<file path="src/rtl/wb_port_arbiter.sv">
// Round-robin arbiter for the shared register-file write port: picks one of three
// producers per cycle, steers the external 3:1 mux and registers its output as a write.
module wb_port_arbiter #(
   parameter int WIDTH = 32,
   parameter int AW    = 5
) (
   input  logic             clk,
   input  logic             rst_n,
   input  logic [2:0]       req_valid,
   input  logic [AW-1:0]    req_addr0,
   input  logic [AW-1:0]    req_addr1,
   input  logic [AW-1:0]    req_addr2,
   input  logic [WIDTH-1:0] req_data0,
   input  logic [WIDTH-1:0] req_data1,
   input  logic [WIDTH-1:0] req_data2,
   output logic [2:0]       req_ready,
   output logic [1:0]       mux_sel,
   input  logic [WIDTH-1:0] mux_out,
   input  logic             wr_stall,
   output logic             wr_en,
   output logic [AW-1:0]    wr_addr,
   output logic [WIDTH-1:0] wr_data,
   output logic [15:0]      grant_cnt
);

   logic [1:0]       last_grant_r;
   logic             wr_en_r;
   logic [AW-1:0]    wr_addr_r;
   logic [WIDTH-1:0] wr_data_r;
   logic [15:0]      grant_cnt_r;

   logic [1:0]       cand0_s, cand1_s, cand2_s;
   logic [1:0]       winner_s;
   logic             xfer_s;
   logic [AW-1:0]    win_addr_s;
   logic [2:0]       req_ready_s;
   logic [1:0]       mux_sel_s;
   logic             unused_data_s;

   // Request data reaches the write port only through the external mux.
   assign unused_data_s = ^{req_data0, req_data1, req_data2};

   function automatic logic [1:0] next_idx(input logic [1:0] idx);
      logic [1:0] nxt;
      case (idx)
         2'd0:    nxt = 2'd1;
         2'd1:    nxt = 2'd2;
         default: nxt = 2'd0;
      endcase
      return nxt;
   endfunction

   assign cand0_s = next_idx(last_grant_r);
   assign cand1_s = next_idx(cand0_s);
   assign cand2_s = next_idx(cand1_s);

   // Round-robin winner search starting after the last granted requester
   always_comb begin
      winner_s = 2'd0;
      xfer_s   = 1'b0;
      if (!rst_n || wr_stall) begin
         winner_s = 2'd0;
         xfer_s   = 1'b0;
      end else if (req_valid[cand0_s]) begin
         winner_s = cand0_s;
         xfer_s   = 1'b1;
      end else if (req_valid[cand1_s]) begin
         winner_s = cand1_s;
         xfer_s   = 1'b1;
      end else if (req_valid[cand2_s]) begin
         winner_s = cand2_s;
         xfer_s   = 1'b1;
      end else begin
         winner_s = 2'd0;
         xfer_s   = 1'b0;
      end
   end

   // One-hot ready, mux select and destination address of the winner
   always_comb begin
      req_ready_s = 3'b000;
      mux_sel_s   = 2'b00;
      win_addr_s  = req_addr0;
      case (winner_s)
         2'd0:    win_addr_s = req_addr0;
         2'd1:    win_addr_s = req_addr1;
         2'd2:    win_addr_s = req_addr2;
         default: win_addr_s = req_addr0;
      endcase
      if (xfer_s) begin
         mux_sel_s = winner_s;
         case (winner_s)
            2'd0:    req_ready_s = 3'b001;
            2'd1:    req_ready_s = 3'b010;
            2'd2:    req_ready_s = 3'b100;
            default: req_ready_s = 3'b000;
         endcase
      end else begin
         req_ready_s = 3'b000;
         mux_sel_s   = 2'b00;
      end
   end

   // Arbitration state and registered write port; r0 writes are counted but not strobed
   always_ff @(posedge clk or negedge rst_n) begin
      if (!rst_n) begin
         last_grant_r <= 2'd2;
         wr_en_r      <= 1'b0;
         wr_addr_r    <= {AW{1'b0}};
         wr_data_r    <= {WIDTH{1'b0}};
         grant_cnt_r  <= 16'd0;
      end else if (xfer_s) begin
         last_grant_r <= winner_s;
         wr_en_r      <= (win_addr_s != {AW{1'b0}});
         wr_addr_r    <= win_addr_s;
         wr_data_r    <= mux_out;
         grant_cnt_r  <= grant_cnt_r + 16'd1;
      end else begin
         wr_en_r      <= 1'b0;
      end
   end

   assign req_ready = req_ready_s;
   assign mux_sel   = mux_sel_s;
   assign wr_en     = wr_en_r;
   assign wr_addr   = wr_addr_r;
   assign wr_data   = wr_data_r;
   assign grant_cnt = grant_cnt_r;

endmodule

</file>
<file path="config.mk">
export PLATFORM = sky130hd
export DESIGN_NAME = wb_port_arbiter
export DESIGN_NICKNAME = d
export VERILOG_FILES = /design/src/rtl/wb_port_arbiter.sv
export SDC_FILE = /design/constraint.sdc
export NUM_CORES = 1
export LEC_CHECK = 0
export ABC_AREA = 0
export BUFFER_PORTS_ARGS = -buffer_cell sky130_fd_sc_hd__buf_4
export CAP_MARGIN = 20
export CORE_MARGIN = 4
export CORE_UTILIZATION = 28
export CTS_BUF_LIST = sky130_fd_sc_hd__clkbuf_8
export CTS_CLUSTER_SIZE = 14
export DETAILED_ROUTE_END_ITERATION = 6
export PLACE_DENSITY = 0.73
export SETUP_SLACK_MARGIN = 0.02
export SLEW_MARGIN = 15
export SYNTH_ARGS = -nofsm -noshare
export SYNTH_HDL_FRONTEND = slang
export SYNTH_SLANG_ARGS = --single-unit
</file>
<file path="constraint.sdc">
create_clock -name clk -period 2.1 [get_ports clk]
set_input_delay 0.42 -clock clk [delete_from_list [all_inputs] [get_ports clk]]
set_output_delay 0.42 -clock clk [all_outputs]
set_load 0.01 [all_outputs]
</file>
* Yosys cells after proc, flatten, opt, wreduce, memory -nomap -nowiden
Index checks and enable logic that the tools add are counted.
Cells by class: magnitude comparators 3, reductions and logical operators 7, mux-type cells 22, equality and inequality tests 5, add/subtract/negate cells 1
Operators by type and width (count):
- $add 16x1->16 const B | 1
- $pmux 2 s2 | 3
- $mux 2 | 5
- $pmux 5 s2 | 1
- $lt 2x3->1 const B | 3
- $pmux 3 s3 | 1
- $eq 2x1->1 const B | 4
- $logic_not 2->1 | 4
- $mux 1 | 8
- $bmux 1 s2 | 3
- $reduce_bool 5->1 | 1
- $mux 3 | 1
- $eq 2x2->1 const B | 1
- $logic_not 1->1 | 1
- $logic_or 1x1->1 | 1
Storage, ports and cells: logic and storage cells 43, input bits 149, output and inout port bits 59, flip-flop bits (word level) 56

* Depth between registers and ports, before layout
Gate-level depths: netlist of run 1.
depth in word-level cells 16, gate-level depth with buffers 9, mapped depth without buffers 9

* Worst setup path after synthesis of run 1
No wires, ideal clock.
path kind input -> register, start point in wr_stall, end point reg wr_en_r (netlist: wr_en), data required time 1.967 ns, buffers on the path 1, stages on the path 9, data arrival time 1.978 ns, path slack -0.012 ns, cell sequence and2b_1 nand2_1 nor2b_1 inv_1 ha_1 buf_1 mux2i_1 and3_1 a31oi_1
Between the ends: cells in the longest elaborated chain, start to end 6
Ends and longest elaborated chain:
- start, declared | line 19 | input logic wr_stall,
- $logic_or 1x1->1 (*) | line 61 | if (!rst_n || wr_stall) begin
- $mux 2 (*) | line 61
- named net winner_s[1] | line 33 | logic [1:0] winner_s;
- $eq 2x2->1 or $eq 2x1->1 (tied branches) | line 84 | case (winner_s)
- $pmux 5 s2 (*) | line 84
- $reduce_bool 5->1 (*) | line 114 | wr_en_r <= (win_addr_s != {AW{1'b0}});
- $mux 1 (*) | line 112 | end else if (xfer_s) begin
- end signal, assigned | line 114
- end, declared | line 27 | logic wr_en_r;
The timed path passes the listed nets; every way through them passes the cells marked *. A chain may end at the register's enable or synchronous reset.

* Worst setup path after layout of run 1
start point reg last_grant_r[1], end point out req_ready[1]
Between the ends: cells in the longest elaborated chain, start to end 15
Ends and longest elaborated chain:
- start, declared | line 26 | logic [1:0] last_grant_r;
- start signal, assigned | line 113 | last_grant_r <= winner_s;
- $eq 2x1->1 or $logic_not 2->1 (tied branches) | line 45 | case (idx)
- $pmux 2 s2 (*) | line 45
- $eq 2x1->1 or $logic_not 2->1 (tied branches) | line 45
- $pmux 2 s2 | line 45
- $eq 2x1->1 or $logic_not 2->1 (tied branches) | line 45
- $pmux 2 s2 | line 45
- $bmux 1 s2 | line 70 | end else if (req_valid[cand2_s]) begin
- $mux 1 (not written as such) | line 70
- $mux 2 | line 70
- $mux 2 | line 67 | end else if (req_valid[cand1_s]) begin
- $mux 2 (*) | line 64 | end else if (req_valid[cand0_s]) begin
- $mux 2 (*) | line 61
- named net winner_s[0] | line 33
- $eq 2x2->1 (tied with other cells) | line 92 | case (winner_s)
- $pmux 3 s3 (*) | line 92
- $mux 3 (*) | line 90 | if (xfer_s) begin
- end, declared | line 16 | output logic [2:0] req_ready,
The timed path passes the listed nets; every way through them passes the cells marked *. The select of a mux whose other input is x is not followed.

==> summary.md, run 1 <==
| Metric | Value |
|---|---|
| Outcome | `finished, violations left` |
| Failing checks | `negative setup slack` |
| Pwr dens | `765.0 mW/mm^2` |
| Critical path's largest stage delay | `0.57 ns` |
| Total global routing overflow | `0` |
| IO Port Bufs | `111` |
| Xor and xnor fraction of the mapped netlist area | `5.341%` |
| Peak supply drop | `0.3339 mV` |
| Design Area, Final | `0.003739 sq mm` |
| CP Max Fanout | `3` |
| Gpl congestion | `a little under 0.8` |
| Vias in the first global route | `~2,200` |
| Post-synth top area share | `between 50% and 60%` |
| Multi-input combinational cell area | `about 0.0011 sq mm` |
| Critical Path Sink Type | `primary output` |
| Post-synthesis cell count | `256` |
| GR Layer Usage met3 | `approximately 3.5%` |
| Grt peak-use layer | `met2` |
| Clock buffer depth | `2` |
| Die ar. | `~0.010 sq mm` |
| First-pass GRT wire length | `10.53 mm` |
| Ys flop type | `dfrtp_1` |
| DR iter-0 viols | `60` |
| Num rows | `33` |
| Startpoint types | `flip-flop` |
| Grt met1 use | `15.23%` |
| Post-Route Setup TNS | `-0.1788 ns` |
| #FFs+latches synth | `56` |
| Pins Over Slew Limit | `0` |
| Crit path required time | `between 1.5 and 2 ns` |
| Clock slew at reported path FFs | `0.10 ns` |
| Cell family with most CP delay | `flip-flops` |
| Crit-path cells | `nor2b_1 > o22ai_1 > and3_4 > buf_6 > ha_4 > and2_4 > buf_6` |
| Synthesized net count | `409` |
| Storage cell area | `0.001403 sq mm` |
| Area delta synth->final | `51.98%` |
| Mux cell area share after synthesis | `roughly 1.6%` |
| Fin crit share | `103.3%` |
| Worst EP arrival | `1.75 ns` |
| Core box area | `0.008382 sq mm` |
| FFs w/ async S/R, synth | `100.0%` |
| R2R depth | `10` |
| Static leakage | `~2.0 nW` |
| RSZ-0062 raised after global routing | `yes` |
| Setup WS post-layout | `-0.06887 ns` |
| Post-DP HPWL | `4.939 mm` |
| Cell taking the most area after synthesis | `dfrtp_1` |
| Die height | `101.7 microns` |
| NumNets Final | `541` |
| Post-synthesis simple-gate area fraction | `a little over a quarter` |
| Top Ports | `208` |
| TritonCTS buffer count | `5` |
| Rel. slew slack | `54.14%` |
| Ranking of synthesized cells by area | `dfrtp_1, nand2_1, xnor2_1, xor2_1, ha_1` |
| Max-cap viol count | `0` |
| Slowest cell on crit path | `dfstp_2` |
| Final Hold Vio Count | `0` |
| Critical path's most frequent cell | `buf_6` |
| Placement Cell Area | `0.003530 sq mm` |
| Overall routing resource usage | `12.53%` |
| Antenna violations before repair | `0` |
| Antenna Nets Post-Route | `0` |
| EDFF count, synth | `0` |
| Share of cells above drive strength 1 | `41.13%` |
| CTS tree | `yes` |
| Clock sink total | `56` |
| WP depth | `7` |
| Yosys warnings | `0` |
| Starting density of the core | `29.35%` |
| Fillers | `just over 800` |
| WL per Instance | `13.24 microns` |
| Worst min-delay path class | `in2async` |
| Worst-Margin Slew | `0.6879 ns` |
| Met2 Track Usage GR | `21.63%` |
| Clock Latency Late Sink | `0.30 ns` |
| Post-Syn Area | `0.002460 sq mm` |
| Buf/Inv on CP | `2` |
| Via count | `2,247` |
| Combinational family with the most area after synthesis | `simple AND/OR/NAND/NOR gates` |
| Setup Viol. Count Final | `3` |
| DRC | `0` |
| Ant. Diodes | `0` |
| Post-synthesis sequential area ratio | `57.02%` |
| Synth Area per Inst | `just under 10 sq um` |
| Root Driver | `clkbuf_8` |
| Max frequency | `~460 MHz` |
| Synth unique cells | `35` |
| Tmin final | `between 2 and 2.5 ns` |
| Adder-Cell Fraction of Synth Area | `2.035%` |
| Drt total wl | `roughly 6.5 mm` |
| Critical path type | `reg2out` |
| Die W | `around 100 microns` |
| Hold_buf cts | `0` |
| Largest net degree at the start of global routing | `57` |
| Via-to-Cell Ratio | `4.549` |
| Detailed Routing Iterations Pass 1 | `4` |
| Fin Clk Skew | `0.003963 ns` |
| Synth Area in Compound Gates | `4.985%` |
| H-tree Lvls | `2` |
## state kept, by name (all words and copies together) (netlist names)
| signal | flops |
|---|---|
| wr_data | 32 |
| last_grant_r | 2 |
| grant_cnt | 16 |
| wr_en | 1 |
| wr_addr | 5 |
## cell type report
type,count,share of cell area (%)
multi-input cells,188,28.38
repair buffers,134,27.74
flip-flops and latches,56,37.52
clock buffers,5,1.841
clock inverters,3,0.6359
well taps,105,3.514
inverters,3,0.3681
## metrics by stage
stage / utilization, % / power [mW] / hold WS [ns] / instances / setup WS (ns)
floorplan: - / 1.756 / 0.1244 / 256 / 0.09850
global placement: 42.11 / 2.234 / 0.4589 / 482 / -0.01161
detailed placement: 42.11 / 2.260 / 0.4654 / 482 / -0.09351
CTS: 44.22 / 2.897 / 0.2799 / 494 / -0.1069
global route: 44.60 / 3.055 / 0.2883 / 494 / -0.1513
finish: 44.60 / 2.860 / 0.2640 / 494 / -0.06887
## routing by layer
metal / share of wire, % / vias to the layer above
met4: 1.2 / 0
met2: 48 / 90
met5: 0 / -
li1: - / 1095
met1: 40 / 1057
met3: 10 / 5
## cell usage in the layout, fill, tap and decap left out, drive strengths merged, types with 3 or more instances in the layout
master	n
buf	134
nand2	112
dfrtp	55
xnor2	9
o21ai	9
xor2	6
nand3	5
clkbuf	5
and3	5
mux2i	4
nor2b	4
nor3	4
ha	4
and2	3
a22o	3
nand4	3
nor4	3
nor2	3
inv	3
## cell usage after synthesis, types with 2 or more instances
cell and instances:
and3_1 5, nand3_1 5, nand2_1 112, xnor2_1 9
nor2_1 2, o21ai_1 3, a22oi_1 2, buf_4 4
a22o_1 3, nor2b_1 4, o22ai_1 2, dfrtp_1 55
xor2_1 6, and2_1 3, inv_1 3, nor4_2 2
nor3_1 3, clkbuf_1 3, mux2i_1 4, ha_1 4
o21ai_0 6, nand4_1 3
## worst paths after layout
kind	startpoint	to	slack (ns)
worst max-delay path	last_grant_r[1]$_DFFE_PN1P_	req_ready[1]	-0.07
worst min-delay path	rst_n	grant_cnt[1]$_DFFE_PN0P_	0.26
worst max register to register	last_grant_r[1]$_DFFE_PN1P_	wr_en$_DFF_PN0_	0.03
worst min register to register	wr_data[23]$_DFFE_PN0P_	wr_data[23]$_DFFE_PN0P_	0.48
max in group asynchronous	rst_n	wr_data[19]$_DFFE_PN0P_	1.38
min in group clk	mux_out[7]	wr_data[7]$_DFFE_PN0P_	0.30
## power breakdown
group	switching, mW	internal [mW]
combinational	0.389	0.458
sequential	0.158	1.26
clock	0.358	0.237
total	0.905	1.95
## cell families (layout without fill, tap and decap cells)
group / after synthesis / in the layout
buf+inv: 12 / 145
flops: 56 / 56
compound gates: 19 / 19
simple gates: 146 / 146
xor+xnor: 15 / 15
mux: 4 / 4
fa+ha+maj: 4 / 4
## what timing repair did
item	in CTS	in global routing
setup buffers	4	0
pin swaps	6	2
endpoints found under the hold margin	0	0
resized for setup	14	11
endpoints found under the setup margin	4	9
(Power assumes the default switching activity.)
==> inputs of run 2 (changes only) <==
==> constraint.sdc (replaced) <==
create_clock -name clk -period 2.1 [get_ports clk]
set_input_delay 0.105 -clock clk [delete_from_list [all_inputs] [get_ports clk]]
set_output_delay 0.105 -clock clk [all_outputs]
set_load 0.01 [all_outputs]
==> summary.md, run 2 (synthesis gave the netlist of run 1 again) <==
| Metric | Value |
|---|---|
| Placed cells | `469 (was 482)` |
| Utilization after layout | `46.32% (was 44.60%)` |
| Post-Route Setup TNS | `0 ns (was -0.1788 ns)` |
| Pwr dens | `730.7 mW/mm^2 (was 765.0 mW/mm^2)` |
| DP Worst Slack | `0.06528 ns (was -0.09351 ns)` |
| Share of cells above drive strength 1 | `34.90% (was 41.13%)` |
| Post-DP HPWL | `4.577 mm (was 4.939 mm)` |
| Fin crit share | `93.57% (was 103.3%)` |
| Clock slew at reported path FFs | `0.10 ns (about the same)` |
| Num rows | `33 (unchanged)` |
| WL per Instance | `13.20 microns (was 13.24 microns)` |
| Crit path required time | `2.28 ns (was 1.68 ns)` |
| Ant. Diodes | `0 (unchanged)` |
| Reg-to-reg setup timing slack | `0.13 ns (was 0.03 ns)` |
| Clock Latency Late Sink | `0.30 ns (about the same)` |
| DR iter-0 viols | `56 (was 60)` |
| Antenna violations before repair | `0 (unchanged)` |
| Worst min-delay path class | `in2async (unchanged)` |
| Vias in the first global route | `2,306 (was 2,225)` |
| Fin Hold WS | `-0.002928 ns (was 0.2640 ns)` |
| Setup Viol. Count Final | `0 (was 3)` |
| Via count | `2,244 (was 2,247)` |
| Failing checks | `negative hold slack (was negative setup slack)` |
| Setup WS post-layout | `0.1350 ns (was -0.06887 ns)` |
| R2R depth | `9 (was 10)` |
| Largest net degree at the start of global routing | `57 (unchanged)` |
| Fin Clk Skew | `0.005012 ns (was 0.003963 ns)` |
| Peak supply drop | `0.2817 mV (was 0.3339 mV)` |
| Gpl congestion | `0.8184 (was 0.7959)` |
| Worst-Margin Slew | `0.7024 ns (was 0.6879 ns)` |
| Root Driver | `clkbuf_8 (unchanged)` |
| Starting density of the core | `29.35% (unchanged)` |
| Area delta synth->final | `57.83% (was 51.98%)` |
| Total global routing overflow | `0 (unchanged)` |
| Rel. slew slack | `53.18% (was 54.14%)` |
| Detailed Routing Iterations Pass 1 | `4 (unchanged)` |
| CTS tree | `yes (unchanged)` |
| Max-cap viol count | `0 (unchanged)` |
| Tmin final | `1.965 ns (was 2.169 ns)` |
| Fillers | `786 (was 819)` |
| Antenna Nets Post-Route | `0 (unchanged)` |
| Commonest non-fill, non-tap cell in the layout | `buf_4 (unchanged)` |
| TritonCTS buffer count | `5 (unchanged)` |
| Drt total wl | `6.720 mm (was 6.541 mm)` |
| Via-to-Cell Ratio | `4.409 (was 4.549)` |
| Critical path type | `reg2reg (was reg2out)` |
| Max reg flops | `32 (unchanged)` |
| CP Capture Point | `wr_en$_DFF_PN0_ (was req_ready[1])` |
| H-tree Lvls | `2 (unchanged)` |
| Worst EP arrival | `2.14 ns (was 1.75 ns)` |
| Core box area | `0.008382 sq mm (unchanged)` |
| RSZ-0062 raised after global routing | `no (was yes)` |
| Clock sink total | `56 (unchanged)` |
| Clock buffer depth | `2 (unchanged)` |
| Die W | `101.7 microns (unchanged)` |
| Pins Over Slew Limit | `0 (unchanged)` |
| Max frequency | `508.9 MHz (was 461.1 MHz)` |
| Startpoint types | `flip-flop (unchanged)` |
| Outcome | `finished, violations left (unchanged)` |
| Non-Filler Instances | `509 (was 494)` |
| Die height | `101.7 microns (unchanged)` |
| Final Hold Vio Count | `8 (was 0)` |
| First-pass GRT wire length | `10.85 mm (was 10.53 mm)` |
| Crit-path cells | `nor2b_1 > o22ai_2 > and3_4 > inv_2 > ha_4 > a22o_1 > mux2i_2 > and3_1 > a31oi_1 (was nor2b_1 > o22ai_1 > and3_4 > buf_6 > ha_4 > and2_4 > buf_6)` |
| Worst r2r src | `last_grant_r[1]$_DFFE_PN1P_ (unchanged)` |
| Slowest cell on crit path | `dfstp_2 (unchanged)` |
| NumNets Final | `557 (was 541)` |
| IO Port Bufs | `111 (unchanged)` |
| Most frequent cells in the layout | `buf_4, nand2_1, dfrtp_1 (unchanged)` |
| CP Max Fanout | `6 (was 3)` |
| Overall routing resource usage | `13.10% (was 12.53%)` |
| DRC | `0 (unchanged)` |
| Reg2Reg Capture Point | `wr_en$_DFF_PN0_ (unchanged)` |
| Crit path launch | `last_grant_r[1]$_DFFE_PN1P_ (unchanged)` |
| Critical Path Sink Type | `flip-flop (was primary output)` |
| Die ar. | `0.01035 sq mm (unchanged)` |
| Top Ports | `208 (unchanged)` |
| Static leakage | `1.998 nW (was 1.955 nW)` |
| Critical path's largest stage delay | `0.55 ns (was 0.57 ns)` |
==> run 2: layout make-up <==
class | count | area (sq um) | share of cell area (%)
tap | 105 | 131.4 | 3.384
inverter | 3 | 11.26 | 0.2900
timing repair buffer | 150 | 1204 | 31.00
sequential | 56 | 1403 | 36.13
clock buffer | 5 | 68.82 | 1.772
clock inverter | 2 | 12.51 | 0.3223
multi-input combinational | 188 | 1052 | 27.10
==> run 2: routing by layer <==
layer,up-vias,global-route usage [%],share of wire (%)
met4,0,2.454,0.79
met1,1033,16.04,42
met3,6,4.201,8.9
met2,83,22.79,48
met5,-,0,0
li1,1122,-,-
==> run 2: per-stage QoR <==
| stage | total power, mW | instance area [sq um] |
|---|---|---|
| after floorplan | 1.755 | 2460 |
| after global placement | 2.210 | 3420 |
| after detailed placement | 2.232 | 3420 |
| after CTS | 2.855 | 3811 |
| after global routing | 3.042 | 3882 |
| final | 2.837 | 3882 |
==> run 2: worst max-delay path: cells and delay by family (launching register included) <==
kind,cells,cell delay (ns)
muxes,1,0.18
DFF,1,0.55
AOI/OAI and AO/OA,3,0.42
and+or+nand+nor,3,0.44
buffers and inverters,1,0.06
adders and majority gates,1,0.18
==> run 2: power breakdown <==
group | internal [mW] | total, mW | switching (mW)
registers | 1.26 | 1.42 | 0.159
logic | 0.470 | 0.866 | 0.396
clock network | 0.227 | 0.552 | 0.325
total | 1.96 | 2.84 | 0.880
==> run 2: worst min-delay path by stage <==
stage	slack [ns]	to	startpoint	cells after the start
final	-0.003	grant_cnt[3]$_DFFE_PN0P_	rst_n	2
after global routing	0.004	wr_data[1]$_DFFE_PN0P_	mux_out[1]	3
after CTS	0.0001	wr_data[1]$_DFFE_PN0P_	mux_out[1]	3
after detailed placement	0.30	wr_data[20]$_DFFE_PN0P_	mux_out[20]	3
after global placement	0.29	wr_data[19]$_DFFE_PN0P_	mux_out[19]	3
after floorplan	-0.19	grant_cnt[0]$_DFFE_PN0P_	rst_n	0
==> run 2: what timing repair did <==
item | in CTS | in global routing
setup buffers | 0 | 2
hold buffers | 31 | 0
endpoints found under the setup margin | 0 | 5
gates resized for setup | 0 | 12
hold endpoints to repair | 31 | 0
==> inputs of run 3 (changes only) <==
==> constraint.sdc (replaced) <==
create_clock -name clk -period 2.1 [get_ports clk]
set_input_delay 0.105 -clock clk [delete_from_list [all_inputs] [get_ports clk]]
set_output_delay 0.105 -clock clk [all_outputs]
set_load 0.1 [all_outputs]
==> summary.md, run 3 (synthesis gave the netlist of run 1 again) <==
| Metric | Value |
|---|---|
| Top Ports | `208 (unchanged)` |
| Fin Clk Skew | `0.01556 ns (was 0.005012 ns)` |
| Post-DP HPWL | `4.716 mm (was 4.577 mm)` |
| Max reg flops | `32 (unchanged)` |
| Multi-input combinational cell area | `0.001055 sq mm (was 0.001052 sq mm)` |
| Die ar. | `0.01035 sq mm (unchanged)` |
| Fillers | `767 (was 786)` |
| IO Port Bufs | `111 (unchanged)` |
| Startpoint types | `flip-flop (unchanged)` |
| Tmin final | `1.991 ns (was 1.965 ns)` |
| Critical path's largest stage delay | `0.55 ns (about the same)` |
| Setup WS post-layout | `0.1089 ns (was 0.1350 ns)` |
| Slowest cell on crit path | `dfstp_2 (unchanged)` |
| Overall routing resource usage | `13.20% (was 13.10%)` |
| Detailed Routing Iterations Pass 1 | `4 (unchanged)` |
| Switching Share | `51.39% (was 31.03%)` |
| Crit path required time | `2.28 ns (about the same)` |
| Worst EP arrival | `2.17 ns (was 2.14 ns)` |
| Drt total wl | `6.720 mm (unchanged)` |
| Combinational share of power | `51.1% (was 30.5%)` |
| Clock sink total | `56 (unchanged)` |
| Flop pwr share | `34.6% (was 50.0%)` |
| Setup Viol. Count Final | `0 (unchanged)` |
| Static leakage | `2.004 nW (was 1.998 nW)` |
| Share of cells above drive strength 1 | `35.73% (was 34.90%)` |
| TritonCTS buffer count | `5 (unchanged)` |
| Vias in the first global route | `2,286 (was 2,306)` |
| Crit-path cells | `nor2b_1 > o22ai_1 > and3_4 > inv_4 > ha_4 > a22o_1 > mux2i_2 > and3_1 > a31oi_1 (was nor2b_1 > o22ai_2 > and3_4 > inv_2 > ha_4 > a22o_1 > mux2i_2 > and3_1 > a31oi_1)` |
| DR iter-0 viols | `80 (was 56)` |
| Critical path type | `reg2reg (unchanged)` |
| Final Hold Vio Count | `0 (was 8)` |
| Ant. Diodes | `0 (unchanged)` |
| Gpl congestion | `0.7817 (was 0.8184)` |
| Largest net degree at the start of global routing | `57 (unchanged)` |
| Most frequent cells in the layout | `buf_4, nand2_1, dfrtp_1 (unchanged)` |
| Cell family with most CP delay | `flip-flops (unchanged)` |
| Root Driver | `clkbuf_8 (unchanged)` |
| Design Area, Final | `0.003920 sq mm (was 0.003882 sq mm)` |
| Worst-Margin Slew | `0.7120 ns (was 0.7024 ns)` |
| Cell internal pwr | `2.000 mW (was 1.957 mW)` |
| DRC | `0 (unchanged)` |
| Placement Cell Area | `0.003431 sq mm (was 0.003420 sq mm)` |
| Via-to-Cell Ratio | `4.486 (was 4.409)` |
| Clock buffer depth | `2 (unchanged)` |
| Worst r2r src | `last_grant_r[1]$_DFFE_PN1P_ (unchanged)` |
| Outcome | `finished, final reports clean (was finished, violations left)` |
| Peak supply drop | `0.5434 mV (was 0.2817 mV)` |
| Reg2Reg Capture Point | `wr_en$_DFF_PN0_ (unchanged)` |
| Starting density of the core | `29.35% (unchanged)` |
| Num rows | `33 (unchanged)` |
| Reg-to-reg setup timing slack | `0.11 ns (was 0.13 ns)` |
| Area delta synth->final | `59.36% (was 57.83%)` |
| Total global routing overflow | `0 (unchanged)` |
| Critical Path Sink Type | `flip-flop (unchanged)` |
| Hold wc startpoint | `mux_out[20]` |
| Die height | `101.7 microns (unchanged)` |
| Clock power frac | `14.4% (was 19.5%)` |
| Pins Over Slew Limit | `0 (unchanged)` |
| RSZ-0062 raised after global routing | `yes (was no)` |
| Worst min-delay path class | `in2reg (was in2async)` |
| Clock Latency Late Sink | `0.31 ns (was 0.30 ns)` |
| Via count | `2,279 (was 2,244)` |
| Commonest non-fill, non-tap cell in the layout | `buf_4 (unchanged)` |
| Fin crit share | `94.81% (was 93.57%)` |
| Max frequency | `502.2 MHz (was 508.9 MHz)` |
| WL per Instance | `13.23 microns (was 13.20 microns)` |
| Antenna violations before repair | `0 (unchanged)` |
| Hold EP | `wr_data[20]$_DFFE_PN0P_` |
| Pwr dens | `1050 mW/mm^2 (was 730.7 mW/mm^2)` |
| Rel. slew slack | `52.54% (was 53.18%)` |
| CTS tree | `yes (unchanged)` |
| Storage cell area | `0.001406 sq mm (was 0.001403 sq mm)` |
| Post-CTS setup buffers | `0 (unchanged)` |
| Hold Crit Depth | `3` |
| CP Max Fanout | `6 (unchanged)` |
| Core box area | `0.008382 sq mm (unchanged)` |
| Antenna Nets Post-Route | `0 (unchanged)` |
| Max-cap viol count | `0 (unchanged)` |
| H-tree Lvls | `2 (unchanged)` |
| DP Worst Slack | `0.04296 ns (was 0.06528 ns)` |
| Die W | `101.7 microns (unchanged)` |
| Psw | `2.115 mW (was 0.8803 mW)` |
| First-pass GRT wire length | `10.91 mm (was 10.85 mm)` |
| R2R depth | `9 (unchanged)` |
| NumNets Final | `555 (was 557)` |
| Buf/Inv on CP | `1 (unchanged)` |
| Clock slew at reported path FFs | `0.11 ns (was 0.10 ns)` |
[run 3: worst max-delay path by stage]
stage / startpoint / to / slack [ns] / cells after the start
after global placement: last_grant_r[1]$_DFFE_PN1P_ / wr_en$_DFF_PN0_ / 0.1 / 9
after global routing: last_grant_r[1]$_DFFE_PN1P_ / wr_en$_DFF_PN0_ / -0.002 / 9
final: last_grant_r[1]$_DFFE_PN1P_ / wr_en$_DFF_PN0_ / 0.11 / 9
after floorplan: grant_cnt[4]$_DFFE_PN0P_ / grant_cnt[11]$_DFFE_PN0P_ / 0.03 / 4
after detailed placement: last_grant_r[1]$_DFFE_PN1P_ / wr_en$_DFF_PN0_ / 0.04 / 9
after CTS: last_grant_r[1]$_DFFE_PN1P_ / req_ready[1] / 0.01 / 7
[run 3: power by group through the flow]
stage | registers [mW] | clock network, mW | logic [mW]
floorplan | 2.68 | 0 | 0.287
global placement | 1.43 | 0 | 2.03
detailed placement | 1.44 | 0 | 2.04
CTS | 1.42 | 0.620 | 2.09
global route | 1.46 | 0.663 | 2.19
finish | 1.42 | 0.591 | 2.10
[run 3: cell type report]
| type | count | share of cell area [%] |
|---|---|---|
| multi-input cells | 188 | 26.91 |
| clock buffers | 6 | 2.107 |
| inverters | 3 | 0.3511 |
| flip-flops and latches | 56 | 35.88 |
| repair buffers | 148 | 31.22 |
| clock inverters | 2 | 0.1915 |
| well taps | 105 | 3.351 |
[run 3: timing repair]
item | in CTS | in global routing
pin swaps | 0 | 0
hold buffers | 29 | 1
gates resized for setup | 6 | 19
endpoints found under the setup margin | 3 | 6
endpoints found under the hold margin | 39 | 1
[run 3: routing by layer]
| layer | wire [microns] | track usage, % | vias up |
|---|---|---|---|
| met2 | 3234 | 22.33 | 87 |
| met4 | 93 | 4.601 | 0 |
| met3 | 628 | 3.926 | 9 |
| li1 | - | - | 1117 |
| met5 | 0 | 0 | - |
| met1 | 2763 | 15.98 | 1066 |
[run 3: stage by stage]
| stage | util [%] | cells | total power [mW] | setup TNS (ns) | hold slack (ns) |
|---|---|---|---|---|---|
| 5_1_grt | 46.77 | 508 | 4.311 | -0.001712 | 0.005784 |
| 3_5_place_dp | 40.93 | 470 | 3.483 | 0 | 0.2987 |
| 6_report | 46.77 | 508 | 4.115 | 0 | 0.01348 |
| 3_3_place_gp | 40.93 | 470 | 3.458 | 0 | 0.2944 |
| 4_1_cts | 45.81 | 507 | 4.132 | 0 | 0.002814 |
| 2_1_floorplan | - | 256 | 2.967 | 0 | -0.1906 |
[run 3: worst register-to-register path: stages (launching register included)]
cell and delay, ns:
dfstp_2 0.55, nor2b_1 0.04, o22ai_1 0.15, and3_4 0.25
inv_4 0.05, ha_4 0.17, a22o_1 0.22, mux2i_2 0.16
and3_1 0.19, a31oi_1 0.08
